`src/rtl/msp430_multiplier_iter_if.sv`:
```
// ---------------------------------------------------------------------------
// msp430_multiplier_iter_if
// MSP430 peripheral bus bundle for the iterative multiplier.
//   per_addr : word address driven by the CPU side
//   per_din  : write data
//   per_en   : bus enable
//   per_we   : byte write enables (00 = read)
//   per_dout : read data returned by the peripheral
// master = CPU/bus side, slave = peripheral side.
// ---------------------------------------------------------------------------
interface msp430_multiplier_iter_if;
  logic [13:0] per_addr;
  logic [15:0] per_din;
  logic        per_en;
  logic [1:0]  per_we;
  logic [15:0] per_dout;

  modport master (
    output per_addr,
    output per_din,
    output per_en,
    output per_we,
    input  per_dout
  );

  modport slave (
    input  per_addr,
    input  per_din,
    input  per_en,
    input  per_we,
    output per_dout
  );
endinterface

```
`src/rtl/msp430_multiplier_iter.sv`:
```
// ---------------------------------------------------------------------------
// msp430_multiplier_iter
// Iterative 16x16 multiplier / multiply-accumulate peripheral on the MSP430
// peripheral bus. op2 is consumed SLICE_W bits per cycle, so one operation
// takes N = 16/SLICE_W cycles. Supports signed/unsigned MPY and MAC,
// Q15 fractional mode and signed saturation, plus a BUSY/ERR protocol.
//   mclk     : main clock
//   puc_rst  : synchronous active-high reset
//   bus      : peripheral bus (slave modport); per_dout is combinational
// Register map (byte offsets): 0x0 MPY, 0x2 MPYS, 0x4 MAC, 0x6 MACS,
// 0x8 OP2, 0xA RESLO, 0xC RESHI, 0xE SUMEXT, 0x10 CTL.
// CTL: bit0 FRAC, bit1 SAT, bit2 BUSY (ro), bit3 ERR (write 1 to clear).
// ---------------------------------------------------------------------------
module msp430_multiplier_iter #(
  parameter logic [14:0] BASE_ADDR = 15'h0140,
  parameter int          DEC_WD    = 5,
  parameter int          SLICE_W   = 8
) (
  input  logic                           mclk,
  input  logic                           puc_rst,
  msp430_multiplier_iter_if.slave        bus
);

  localparam int N     = 16 / SLICE_W;
  localparam int CNT_W = (N > 1) ? $clog2(N) : 1;
  localparam int IDX_W = DEC_WD - 1;

  localparam logic [CNT_W-1:0] K_LAST = CNT_W'(N - 1);

  localparam logic [IDX_W-1:0] R_MPY    = IDX_W'(0);
  localparam logic [IDX_W-1:0] R_MPYS   = IDX_W'(1);
  localparam logic [IDX_W-1:0] R_MAC    = IDX_W'(2);
  localparam logic [IDX_W-1:0] R_MACS   = IDX_W'(3);
  localparam logic [IDX_W-1:0] R_OP2    = IDX_W'(4);
  localparam logic [IDX_W-1:0] R_RESLO  = IDX_W'(5);
  localparam logic [IDX_W-1:0] R_RESHI  = IDX_W'(6);
  localparam logic [IDX_W-1:0] R_SUMEXT = IDX_W'(7);
  localparam logic [IDX_W-1:0] R_CTL    = IDX_W'(8);

  typedef enum logic {
    ST_IDLE = 1'b0,
    ST_RUN  = 1'b1
  } state_t;

  state_t state_r;
  state_t state_nxt_s;

  // Architectural state
  logic [15:0]      op1_r;
  logic [15:0]      op2_r;
  logic [31:0]      res_r;
  logic [15:0]      sumext_r;
  logic             sign_sel_r;
  logic             acc_sel_r;
  logic             frac_r;
  logic             sat_r;
  logic             err_r;
  logic             frac_run_r;
  logic             sat_run_r;
  logic [CNT_W-1:0] k_r;
  logic [32:0]      prod_r;

  // Bus decode
  logic             sel_s;
  logic             wr_s;
  logic             rd_s;
  logic [IDX_W-1:0] idx_s;
  logic [15:0]      din_s;
  logic             wr_op1_s;
  logic             wr_op2_s;
  logic             wr_reslo_s;
  logic             wr_reshi_s;
  logic             wr_ctl_s;
  logic             start_s;
  logic             err_set_s;
  logic             busy_s;
  logic             last_s;
  logic             fwd_s;
  logic [15:0]      dout_s;

  // Datapath
  logic [3:0]                 shamt_s;
  logic [SLICE_W-1:0]         slice_raw_s;
  logic [SLICE_W:0]           slice_x_s;
  logic [16:0]                op1_x_s;
  logic signed [17+SLICE_W:0] pp_s;
  logic [32:0]                pp_ext_s;
  logic [32:0]                prod_fin_s;
  logic [33:0]                prod_adj_s;
  logic [34:0]                wide_s;
  logic [32:0]                sum_u_s;
  logic                       ovf_s;
  logic [31:0]                res_nxt_s;
  logic [15:0]                sumext_nxt_s;

  assign sel_s  = (bus.per_addr[13:DEC_WD-1] == BASE_ADDR[14:DEC_WD]);
  assign idx_s  = bus.per_addr[DEC_WD-2:0];
  assign wr_s   = bus.per_en & sel_s & (|bus.per_we);
  assign rd_s   = bus.per_en & sel_s & ~(|bus.per_we);
  assign din_s  = {(bus.per_we[1] ? bus.per_din[15:8] : 8'h00), bus.per_din[7:0]};

  assign busy_s    = (state_r == ST_RUN);
  assign last_s    = (k_r == K_LAST);
  assign fwd_s     = busy_s & last_s;
  assign start_s   = wr_op2_s & ~busy_s;
  assign err_set_s = busy_s & (wr_op1_s | wr_op2_s | wr_reslo_s | wr_reshi_s);

  // Write-strobe decode per register
  always_comb begin
    wr_op1_s   = 1'b0;
    wr_op2_s   = 1'b0;
    wr_reslo_s = 1'b0;
    wr_reshi_s = 1'b0;
    wr_ctl_s   = 1'b0;
    if (wr_s) begin
      case (idx_s)
        R_MPY, R_MPYS, R_MAC, R_MACS: wr_op1_s   = 1'b1;
        R_OP2:                        wr_op2_s   = 1'b1;
        R_RESLO:                      wr_reslo_s = 1'b1;
        R_RESHI:                      wr_reshi_s = 1'b1;
        R_CTL:                        wr_ctl_s   = 1'b1;
        default:                      wr_ctl_s   = 1'b0;
      endcase
    end else begin
      wr_ctl_s = 1'b0;
    end
  end

  // FSM state register
  always_ff @(posedge mclk) begin
    if (puc_rst) begin
      state_r <= ST_IDLE;
    end else begin
      state_r <= state_nxt_s;
    end
  end

  // FSM next-state logic
  always_comb begin
    state_nxt_s = state_r;
    case (state_r)
      ST_IDLE: begin
        if (start_s) state_nxt_s = ST_RUN;
        else         state_nxt_s = ST_IDLE;
      end
      ST_RUN: begin
        if (last_s) state_nxt_s = ST_IDLE;
        else        state_nxt_s = ST_RUN;
      end
      default: state_nxt_s = ST_IDLE;
    endcase
  end

  // Slice multiply, final product shaping, accumulation and saturation
  always_comb begin
    shamt_s     = 4'(32'(k_r) * SLICE_W);
    slice_raw_s = op2_r[shamt_s +: SLICE_W];
    // Only the top slice carries the op2 sign; lower slices are magnitudes.
    slice_x_s   = {(last_s & sign_sel_r & slice_raw_s[SLICE_W-1]), slice_raw_s};
    op1_x_s     = {(sign_sel_r & op1_r[15]), op1_r};
    pp_s        = $signed({{(SLICE_W+1){op1_x_s[16]}}, op1_x_s}) *
                  $signed({{17{slice_x_s[SLICE_W]}}, slice_x_s});
    pp_ext_s    = 33'(pp_s);
    prod_fin_s  = prod_r + (pp_ext_s << shamt_s);

    if (frac_run_r && sign_sel_r) begin
      prod_adj_s = {prod_fin_s, 1'b0};
    end else begin
      prod_adj_s = {prod_fin_s[32], prod_fin_s};
    end

    // Wide signed sum so that overflow past 32 bits is visible.
    wide_s  = {{3{res_r[31]}}, res_r} + {prod_adj_s[33], prod_adj_s};
    ovf_s   = ~((wide_s[34:31] == 4'h0) || (wide_s[34:31] == 4'hF));
    sum_u_s = {1'b0, res_r} + {1'b0, prod_fin_s[31:0]};

    if (sign_sel_r) begin
      if (sat_run_r && ovf_s) begin
        res_nxt_s = wide_s[34] ? 32'h8000_0000 : 32'h7FFF_FFFF;
      end else begin
        res_nxt_s = wide_s[31:0];
      end
      sumext_nxt_s = res_nxt_s[31] ? 16'hFFFF : 16'h0000;
    end else begin
      res_nxt_s = sum_u_s[31:0];
      if (acc_sel_r) begin
        sumext_nxt_s = {15'h0000, (sum_u_s[32] | sumext_r[0])};
      end else begin
        sumext_nxt_s = 16'h0000;
      end
    end
  end

  // Register file, iteration counter and partial-product accumulator
  always_ff @(posedge mclk) begin
    if (puc_rst) begin
      op1_r      <= 16'h0000;
      op2_r      <= 16'h0000;
      res_r      <= 32'h0000_0000;
      sumext_r   <= 16'h0000;
      sign_sel_r <= 1'b0;
      acc_sel_r  <= 1'b0;
      frac_r     <= 1'b0;
      sat_r      <= 1'b0;
      err_r      <= 1'b0;
      frac_run_r <= 1'b0;
      sat_run_r  <= 1'b0;
      k_r        <= '0;
      prod_r     <= 33'h0_0000_0000;
    end else begin
      if (wr_op1_s && !busy_s) begin
        op1_r      <= din_s;
        // Alias index bit0 selects signed, bit1 selects accumulate.
        sign_sel_r <= idx_s[0];
        acc_sel_r  <= idx_s[1];
      end

      if (start_s) begin
        op2_r      <= din_s;
        sumext_r   <= 16'h0000;
        frac_run_r <= frac_r;
        sat_run_r  <= sat_r;
        k_r        <= '0;
        prod_r     <= 33'h0_0000_0000;
        if (!acc_sel_r) begin
          res_r <= 32'h0000_0000;
        end
      end else if (busy_s) begin
        if (last_s) begin
          res_r    <= res_nxt_s;
          sumext_r <= sumext_nxt_s;
          k_r      <= '0;
          prod_r   <= 33'h0_0000_0000;
        end else begin
          k_r    <= k_r + CNT_W'(1);
          prod_r <= prod_fin_s;
        end
      end else if (wr_reslo_s) begin
        res_r[15:0] <= din_s;
      end else if (wr_reshi_s) begin
        res_r[31:16] <= din_s;
      end

      if (wr_ctl_s) begin
        frac_r <= din_s[0];
        sat_r  <= din_s[1];
      end

      if (err_set_s) begin
        err_r <= 1'b1;
      end else if (wr_ctl_s && din_s[3]) begin
        err_r <= 1'b0;
      end
    end
  end

  // Read mux; results are forwarded during the final RUN cycle
  always_comb begin
    dout_s = 16'h0000;
    if (rd_s) begin
      case (idx_s)
        R_MPY, R_MPYS, R_MAC, R_MACS: dout_s = op1_r;
        R_OP2:    dout_s = op2_r;
        R_RESLO:  dout_s = fwd_s ? res_nxt_s[15:0]  : res_r[15:0];
        R_RESHI:  dout_s = fwd_s ? res_nxt_s[31:16] : res_r[31:16];
        R_SUMEXT: dout_s = fwd_s ? sumext_nxt_s     : sumext_r;
        R_CTL:    dout_s = {12'h000, err_r, busy_s, sat_r, frac_r};
        default:  dout_s = 16'h0000;
      endcase
    end else begin
      dout_s = 16'h0000;
    end
  end

  assign bus.per_dout = dout_s;

endmodule

```
`src/flat_wrapper.sv`:
```
// flat-port wrapper written by rule: the top's interface ports become plain ports
module msp430_multiplier_iter_flat 
#(
  parameter logic [14:0] BASE_ADDR = 15'h0140,
  parameter int          DEC_WD    = 5,
  parameter int          SLICE_W   = 8
)
  (mclk, puc_rst, bus_per_addr, bus_per_din, bus_per_en, bus_per_we, bus_per_dout);
  msp430_multiplier_iter_if bus_i ();
  input  logic mclk;
  input  logic puc_rst;
  input wire logic [$bits(bus_i.per_addr)-1:0] bus_per_addr;
  input wire logic [$bits(bus_i.per_din)-1:0] bus_per_din;
  input wire logic [$bits(bus_i.per_en)-1:0] bus_per_en;
  input wire logic [$bits(bus_i.per_we)-1:0] bus_per_we;
  output wire logic [$bits(bus_i.per_dout)-1:0] bus_per_dout;
  assign bus_i.per_addr = bus_per_addr;
  assign bus_i.per_din = bus_per_din;
  assign bus_i.per_en = bus_per_en;
  assign bus_i.per_we = bus_per_we;
  assign bus_per_dout = bus_i.per_dout;
  msp430_multiplier_iter #(.BASE_ADDR(BASE_ADDR), .DEC_WD(DEC_WD), .SLICE_W(SLICE_W)) u_core (.mclk(mclk), .puc_rst(puc_rst), .bus(bus_i));
endmodule
```
`config.mk`:
```
export PLATFORM = sky130hd
export DESIGN_NAME = msp430_multiplier_iter_flat
export DESIGN_NICKNAME = d
export VERILOG_FILES = /design/src/rtl/msp430_multiplier_iter_if.sv /design/src/rtl/msp430_multiplier_iter.sv /design/src/flat_wrapper.sv
export SDC_FILE = /design/constraint.sdc
export NUM_CORES = 1
export LEC_CHECK = 0
export CAP_MARGIN = 20
export CORE_MARGIN = 4
export CORE_UTILIZATION = 45
export CTS_BUF_LIST = sky130_fd_sc_hd__clkbuf_4 sky130_fd_sc_hd__clkbuf_8
export DETAILED_ROUTE_END_ITERATION = 10
export DONT_BUFFER_PORTS = 1
export PLACE_DENSITY = 0.65
export SKIP_CTS_REPAIR_TIMING = 1
export SLEW_MARGIN = 40
export SYNTH_ARGS = -nofsm -noshare
export SYNTH_HDL_FRONTEND = slang
export SYNTH_SLANG_ARGS = --single-unit
```
`constraint.sdc`:
```
create_clock -name mclk -period 16.4 [get_ports mclk]
set_clock_uncertainty 0.2 [all_clocks]
set_input_delay 2.46 -clock mclk [delete_from_list [all_inputs] [get_ports mclk]]
set_output_delay 2.46 -clock mclk [all_outputs]
set_load 0.02 [all_outputs]
```
==> results.ini, run 1 <==
[routing]
vias = 16350
drt.antenna.violating_nets = 0
via_per_inst = 6.350
first_pass_iters = 9
routed_wl_um = 60290
drc_errors = 0
first_iter_violations = 1653
wl_per_cell_um = 23.41

[logic_synthesis]
synth_area_per_cell_um2 = 7.643
yosysUniqueCellTypes = 78
synth_edf_count = 0
ys_seq_area_share_pct = 13.01
syn-num-nets = 2494
synth_area_um2 = 16620
synth_flop_cell = dfxtp_1
netlist_instances = 2175
ys_async_sr_fraction_pct = 0
yosysWarningCount = 0
ys_ff_latch = 108

[cells_and_area]
final_nets = 2421
final_common_cell = nand2_1
layout-drive-gt1-share_pct = 4.556
final_cell_mix = nand2_1 (283), a21oi_1 (203), nor2_1 (161), ha_1 (154), inv_1 (144)
diodes = 0
fin_util_pct = 47.23
areaGrowthSynthToFinish_pct = 3.763
fill_cells = 3624

[die]
die_area_um2 = 40080
die_h_um = 200.2
ios = 51
start_util_pct = 45.52
fp.dieW_um = 200.2
rows = 70
core-area_um2 = 36520

[critical_path]
max_stage_delay_ns = 0.60
crit_type = flip-flop to output pin
worstSetupEndpointType = output pin
critPathRequiredTime_ns = 13.74
critical_path.most_common_cell = fa_1
cp-start-kind = flip-flop
crit_arrival_ns = 12.94
ff2ff_setup_slack_ns = 4.08
critPathSlowestCell = nor3_2
cp_max_fo = 17

[run]
drv_cap = 0

[clock_network]
cts_max_level = 3
insertion_delay_ns = 0.44
cts_buffer_depth = 2
numCtsBuffers = 9
cts_root_buffer = clkbuf_8
tritoncts = yes
clkSlewWorstSetupHoldPaths_ns = 0.12
numClockSinks = 108

[sta]
finalSetupViolCount = 0
worst_pin_slew_ns = 0.8905
rsz0062_at_grt = false
setup_slack_ns = 0.8002
slew_headroom_pct = 40.63
drv_slew = 0
period_share_pct = 95.12
hold_viol = 0
period_minus_slack_ns = 15.60
max_freq_mhz = 64.10
setup_tns_ns = 0

[global_route]
gr-total-overflow = 0
grt_usage_pct = 28.68
grt_antenna_before_repair = 0
grt_pass1_vias = 15630
grt_max_degree = 76
grt_pass1_wl_um = 91250

[power_and_ir_drop]
finalPower_w = 0.0004571
static-leakage-power_nw = 7.606
power.density_nw_per_um2 = 26.50
irDropWorstVdd_uv = 35.39

[place]
place.gp.congestion = 0.9872
port_buffers = 0
pre_cts_slack_ns = 0.9761
dpl.hpwl_um = 48090

[worst_hold_path]
holdCritPathClass = flip-flop to flip-flop

[outcome]
status = completed

## where the power goes
| group | switching [W] | internal (W) |
|---|---|---|
| clock | 0.000121 | 0.0000622 |
| sequential | 0.0000000187 | 0.000262 |
| combinational | 0.00000809 | 0.00000339 |
| total | 0.000129 | 0.000328 |
## worst paths after layout
| kind | from | endpoint | cells after the start |
|---|---|---|---|
| worst max register to register | u_core.k_r | u_core.res_r[17] | 44 |
| worst min-delay path | u_core.prod_r[28] | u_core.prod_r[28] | 2 |
| worst min register to register | u_core.prod_r[28] | u_core.prod_r[28] | 2 |
| worst max-delay path | u_core.k_r | bus_per_dout[2] | 43 |
## per-layer routing
| metal | vias to the layer above | share of wire (%) | track usage, % |
|---|---|---|---|
| li1 | 7503 | - | - |
| met1 | 7929 | 41 | 38.75 |
| met2 | 771 | 45 | 45.06 |
| met3 | 149 | 9.0 | 4.954 |
| met4 | 0 | 5.3 | 13.13 |
| met5 | - | 0 | 0 |
## area by class of cell
| type | count | area, µm² | share of cell area, % |
|---|---|---|---|
| clock buffers | 9 | 123.9 | 0.7181 |
| repair buffers | 28 | 210.2 | 1.219 |
| inverters | 144 | 540.5 | 3.134 |
| clock inverters | 7 | 88.84 | 0.5150 |
| well taps | 468 | 585.6 | 3.395 |
| flip-flops and latches | 108 | 2163 | 12.54 |
| multi-input cells | 1811 | 13540 | 78.48 |
## critical path: cells and delay by family, from the launching register on
family / cells / cell delay, ns
mux: 3 / 0.72
simple gates: 5 / 1.36
buf+inv: 4 / 0.42
flops: 1 / 0.50
xor+xnor: 3 / 0.99
compound gates: 20 / 5.08
fa+ha+maj: 8 / 3.39
## through the flow
step           area (µm²)  hold slack [ns]  instances
6_report            17250           0.2889       2575
5_1_grt             17250           0.2932       2575
4_1_cts             17230           0.2844       2575
3_5_place_dp        17020           0.2653       2559
3_3_place_gp        17000           0.2472       2559
2_1_floorplan       16620           0.2405       2175
## flip-flops by register name (all words and copies together) (netlist names)
register / cells
u_core.sat_r: 1
u_core.sat_run_r: 1
u_core.sumext_r: 2
u_core.k_r: 1
u_core.sign_sel_r: 1
u_core.res_r: 32
u_core.op1_r: 16
u_core.prod_r: 33
u_core.err_r: 1
u_core.frac_run_r: 1
u_core.acc_sel_r: 1
u_core.op2_r: 16
u_core.frac_r: 1
u_core.busy_s: 1
## cells in the mapped netlist, types with 15 or more instances
| cell type | n | area share, % |
|---|---|---|
| and2_1 | 16 | 0.60 |
| nand2b_1 | 28 | 1.1 |
| o21a_1 | 17 | 0.77 |
| xnor2_1 | 62 | 3.3 |
| a22oi_1 | 31 | 1.4 |
| dfxtp_1 | 108 | 13 |
| xor2_1 | 46 | 2.4 |
| o211ai_1 | 28 | 1.3 |
| nor3_1 | 36 | 1.1 |
| nand3_1 | 56 | 1.7 |
| o21ai_0 | 113 | 3.4 |
| inv_1 | 144 | 3.3 |
| fa_1 | 130 | 16 |
| a21o_1 | 46 | 2.1 |
| a31oi_1 | 26 | 0.98 |
| o21bai_1 | 17 | 0.77 |
| nor2b_1 | 96 | 3.6 |
| and3_1 | 15 | 0.56 |
| ha_1 | 154 | 12 |
| nand2_1 | 283 | 6.4 |
| a211oi_1 | 24 | 1.1 |
| clkbuf_1 | 89 | 2.0 |
| a21oi_1 | 205 | 6.2 |
| nor2_1 | 164 | 3.7 |
| mux2i_1 | 21 | 1.3 |
## logic make-up after synthesis
family | Yosys count | share of synthesized area (%)
DFF | 108 | 13.01
xor gates and xnor gates | 111 | 6.021
AOI/OAI and AO/OA | 634 | 24.65
muxes | 31 | 1.942
and+or+nand+nor | 751 | 21.17
buffers and inverters | 256 | 5.969
adders and majority gates | 284 | 27.25
No activity file was read; power rests on OpenSTA's default activity.
==> run 2: changes to the inputs <==
--- a/config.mk
+++ b/config.mk
@@ -12,6 +12,7 @@
 export DETAILED_ROUTE_END_ITERATION = 10
 export DONT_BUFFER_PORTS = 1
 export PLACE_DENSITY = 0.65
+export RECOVER_POWER = 50
 export SKIP_CTS_REPAIR_TIMING = 1
 export SLEW_MARGIN = 40
 export SYNTH_ARGS = -nofsm -noshare
==> run 2 against run 1 <==
The flow now finishes with violations (capacitance limit, slew limit). Clock power barely moved. Critical path depth did not move. Combinational power barely moved. Register-to-register slack got worse by 0.03 ns. Sequential power barely moved. Maximum frequency fell by 0.38%. Cell area fell by 0.16%. Count of clock-buffer cells in the layout did not move. Critical endpoint unchanged.
==> results.ini, run 2 (synthesized netlist as in run 1, its figures left out) <==
[critical_path]
critical_path.most_common_cell = fa_1  ; unchanged
crit_type = flip-flop to output pin  ; unchanged
max_stage_delay_ns = 0.63  ; was 0.60 ns
worstSetupEndpointType = output pin  ; unchanged
cp-start-kind = flip-flop  ; unchanged
critPathSlowestCell = nor3_2  ; unchanged
cp_max_fo = 17  ; unchanged
critPathRequiredTime_ns = 13.74  ; about the same
crit_arrival_ns = 13.00  ; was 12.94 ns

[power_and_ir_drop]
static-leakage-power_nw = 7.591  ; was 7.606 nW
power.density_nw_per_um2 = 26.50  ; about the same
irDropWorstVdd_uv = 35.39  ; about the same
finalPower_w = 0.0004564  ; was 0.0004571 W

[sta]
period_share_pct = 95.49  ; was 95.12%
max_freq_mhz = 63.86  ; was 64.10 MHz
slew_headroom_pct = -29.30  ; was 40.63%
hold_viol = 0  ; unchanged
worst_pin_slew_ns = 1.939  ; was 0.8905 ns
period_minus_slack_ns = 15.66  ; was 15.60 ns
drv_slew = 51  ; was 0
finalSetupViolCount = 0  ; unchanged
setup_tns_ns = 0  ; unchanged
timing.hold.ws_ns = 0.2866  ; was 0.2889 ns
rsz0062_at_grt = false  ; unchanged

[cells_and_area]
final_cell_mix = nand2_1 (283), a21oi_1 (203), nor2_1 (162), ha_1 (154), inv_1 (144)  ; was nand2_1 (283), a21oi_1 (203), nor2_1 (161), ha_1 (154), inv_1 (144)
diodes = 0  ; unchanged
largest_reg_flops = 33  ; unchanged
top_regs = u_core.prod_r x33, u_core.res_r x32  ; unchanged
largest_register = u_core.prod_r  ; unchanged
final_common_cell = nand2_1  ; unchanged
areaGrowthSynthToFinish_pct = 3.598  ; was 3.763%
final_nets = 2421  ; unchanged
layout-drive-gt1-share_pct = 4.319  ; was 4.556%
fin_util_pct = 47.15  ; was 47.23%

[outcome]
status = finished with violations  ; was completed
violations = capacitance limit, slew limit

[worst_hold_path]
holdCritPathClass = flip-flop to flip-flop  ; unchanged

[die]
rows = 70  ; unchanged
core-area_um2 = 36520  ; unchanged
die_h_um = 200.2  ; unchanged
fp.dieW_um = 200.2  ; unchanged
die_area_um2 = 40080  ; unchanged
ios = 51  ; unchanged
start_util_pct = 45.52  ; unchanged

[clock_network]
tritoncts = yes  ; unchanged
clkSlewWorstSetupHoldPaths_ns = 0.12  ; about the same
insertion_delay_ns = 0.44  ; about the same
numCtsBuffers = 9  ; unchanged
cts_buffer_depth = 2  ; unchanged
numClockSinks = 108  ; unchanged
cts_max_level = 3  ; unchanged
cts_root_buffer = clkbuf_8  ; unchanged

[global_route]
grt_max_degree = 76  ; unchanged
grt_antenna_before_repair = 0  ; unchanged
grt_pass1_vias = 15630  ; unchanged
gr-total-overflow = 0  ; unchanged
grt_pass1_wl_um = 91250  ; unchanged
grt_usage_pct = 28.68  ; unchanged

[routing]
via_per_inst = 6.385  ; was 6.350
first_iter_violations = 1498  ; was 1653
routed_wl_um = 60270  ; was 60290 µm
vias = 16440  ; was 16350
wl_per_cell_um = 23.40  ; was 23.41 µm
first_pass_iters = 7  ; was 9
drt.antenna.violating_nets = 0  ; unchanged
drc_errors = 0  ; unchanged

[place]
place.gp.congestion = 0.9872  ; unchanged
port_buffers = 0  ; unchanged
dpl.hpwl_um = 48090  ; unchanged

[run]
drv_cap = 2  ; was 0

## run 2: final cells by class
cell class              count  area, µm²
fillers                  3627      19300
inverters                 144      540.5
multi-input cells        1811      13520
clock buffers               9      123.9
well taps                 468      585.6
flip-flops and latches    108       2163
clock inverters             7      88.84
repair buffers             28      202.7
## run 2: path summary, 6_finish.rpt
kind                                         from           endpoint  slack (ns)  cells after the start
worst max-delay path                   u_core.k_r    bus_per_dout[2]        0.74                     43
worst min-delay path            u_core.prod_r[28]  u_core.prod_r[28]        0.29                      2
worst max register to register         u_core.k_r   u_core.res_r[17]        4.05                     44
worst min register to register  u_core.prod_r[28]  u_core.prod_r[28]        0.29                      2
## run 2: where the power goes
| part | internal [W] | switching (W) | total (W) |
|---|---|---|---|
| Combinational | 0.00000322 | 0.00000811 | 0.0000113 |
| Sequential | 0.000262 | 0.0000000187 | 0.000262 |
| Clock | 0.0000622 | 0.000121 | 0.000183 |
## run 2: worst max-delay path, delay by kind of cell (launching register included)
family,cells,cell delay [ns]
AOI/OAI and AO/OA,20,5.12
adders and majority gates,8,3.39
and+or+nand+nor,5,1.39
xor gates and xnor gates,3,1.01
muxes,3,0.72
DFF,1,0.50
buffers and inverters,4,0.41
## run 2: layer usage
| layer | global-route usage [%] | part of all wire (%) | wire [µm] |
|---|---|---|---|
| met1 | 38.75 | 41 | 24900 |
| met2 | 45.06 | 45 | 26830 |
| met3 | 4.954 | 8.8 | 5326 |
| met4 | 13.13 | 5.3 | 3204 |
| met5 | 0 | 0 | 0 |
## run 2: per-stage QoR
stage	cell area, µm²	worst slack (ns)	cells
2_1_floorplan	16620	2.370	2175
3_3_place_gp	17000	0.8892	2559
3_5_place_dp	17020	0.9761	2559
4_1_cts	17230	0.4565	2575
5_1_grt	17220	0.07480	2575
6_report	17220	0.7402	2575
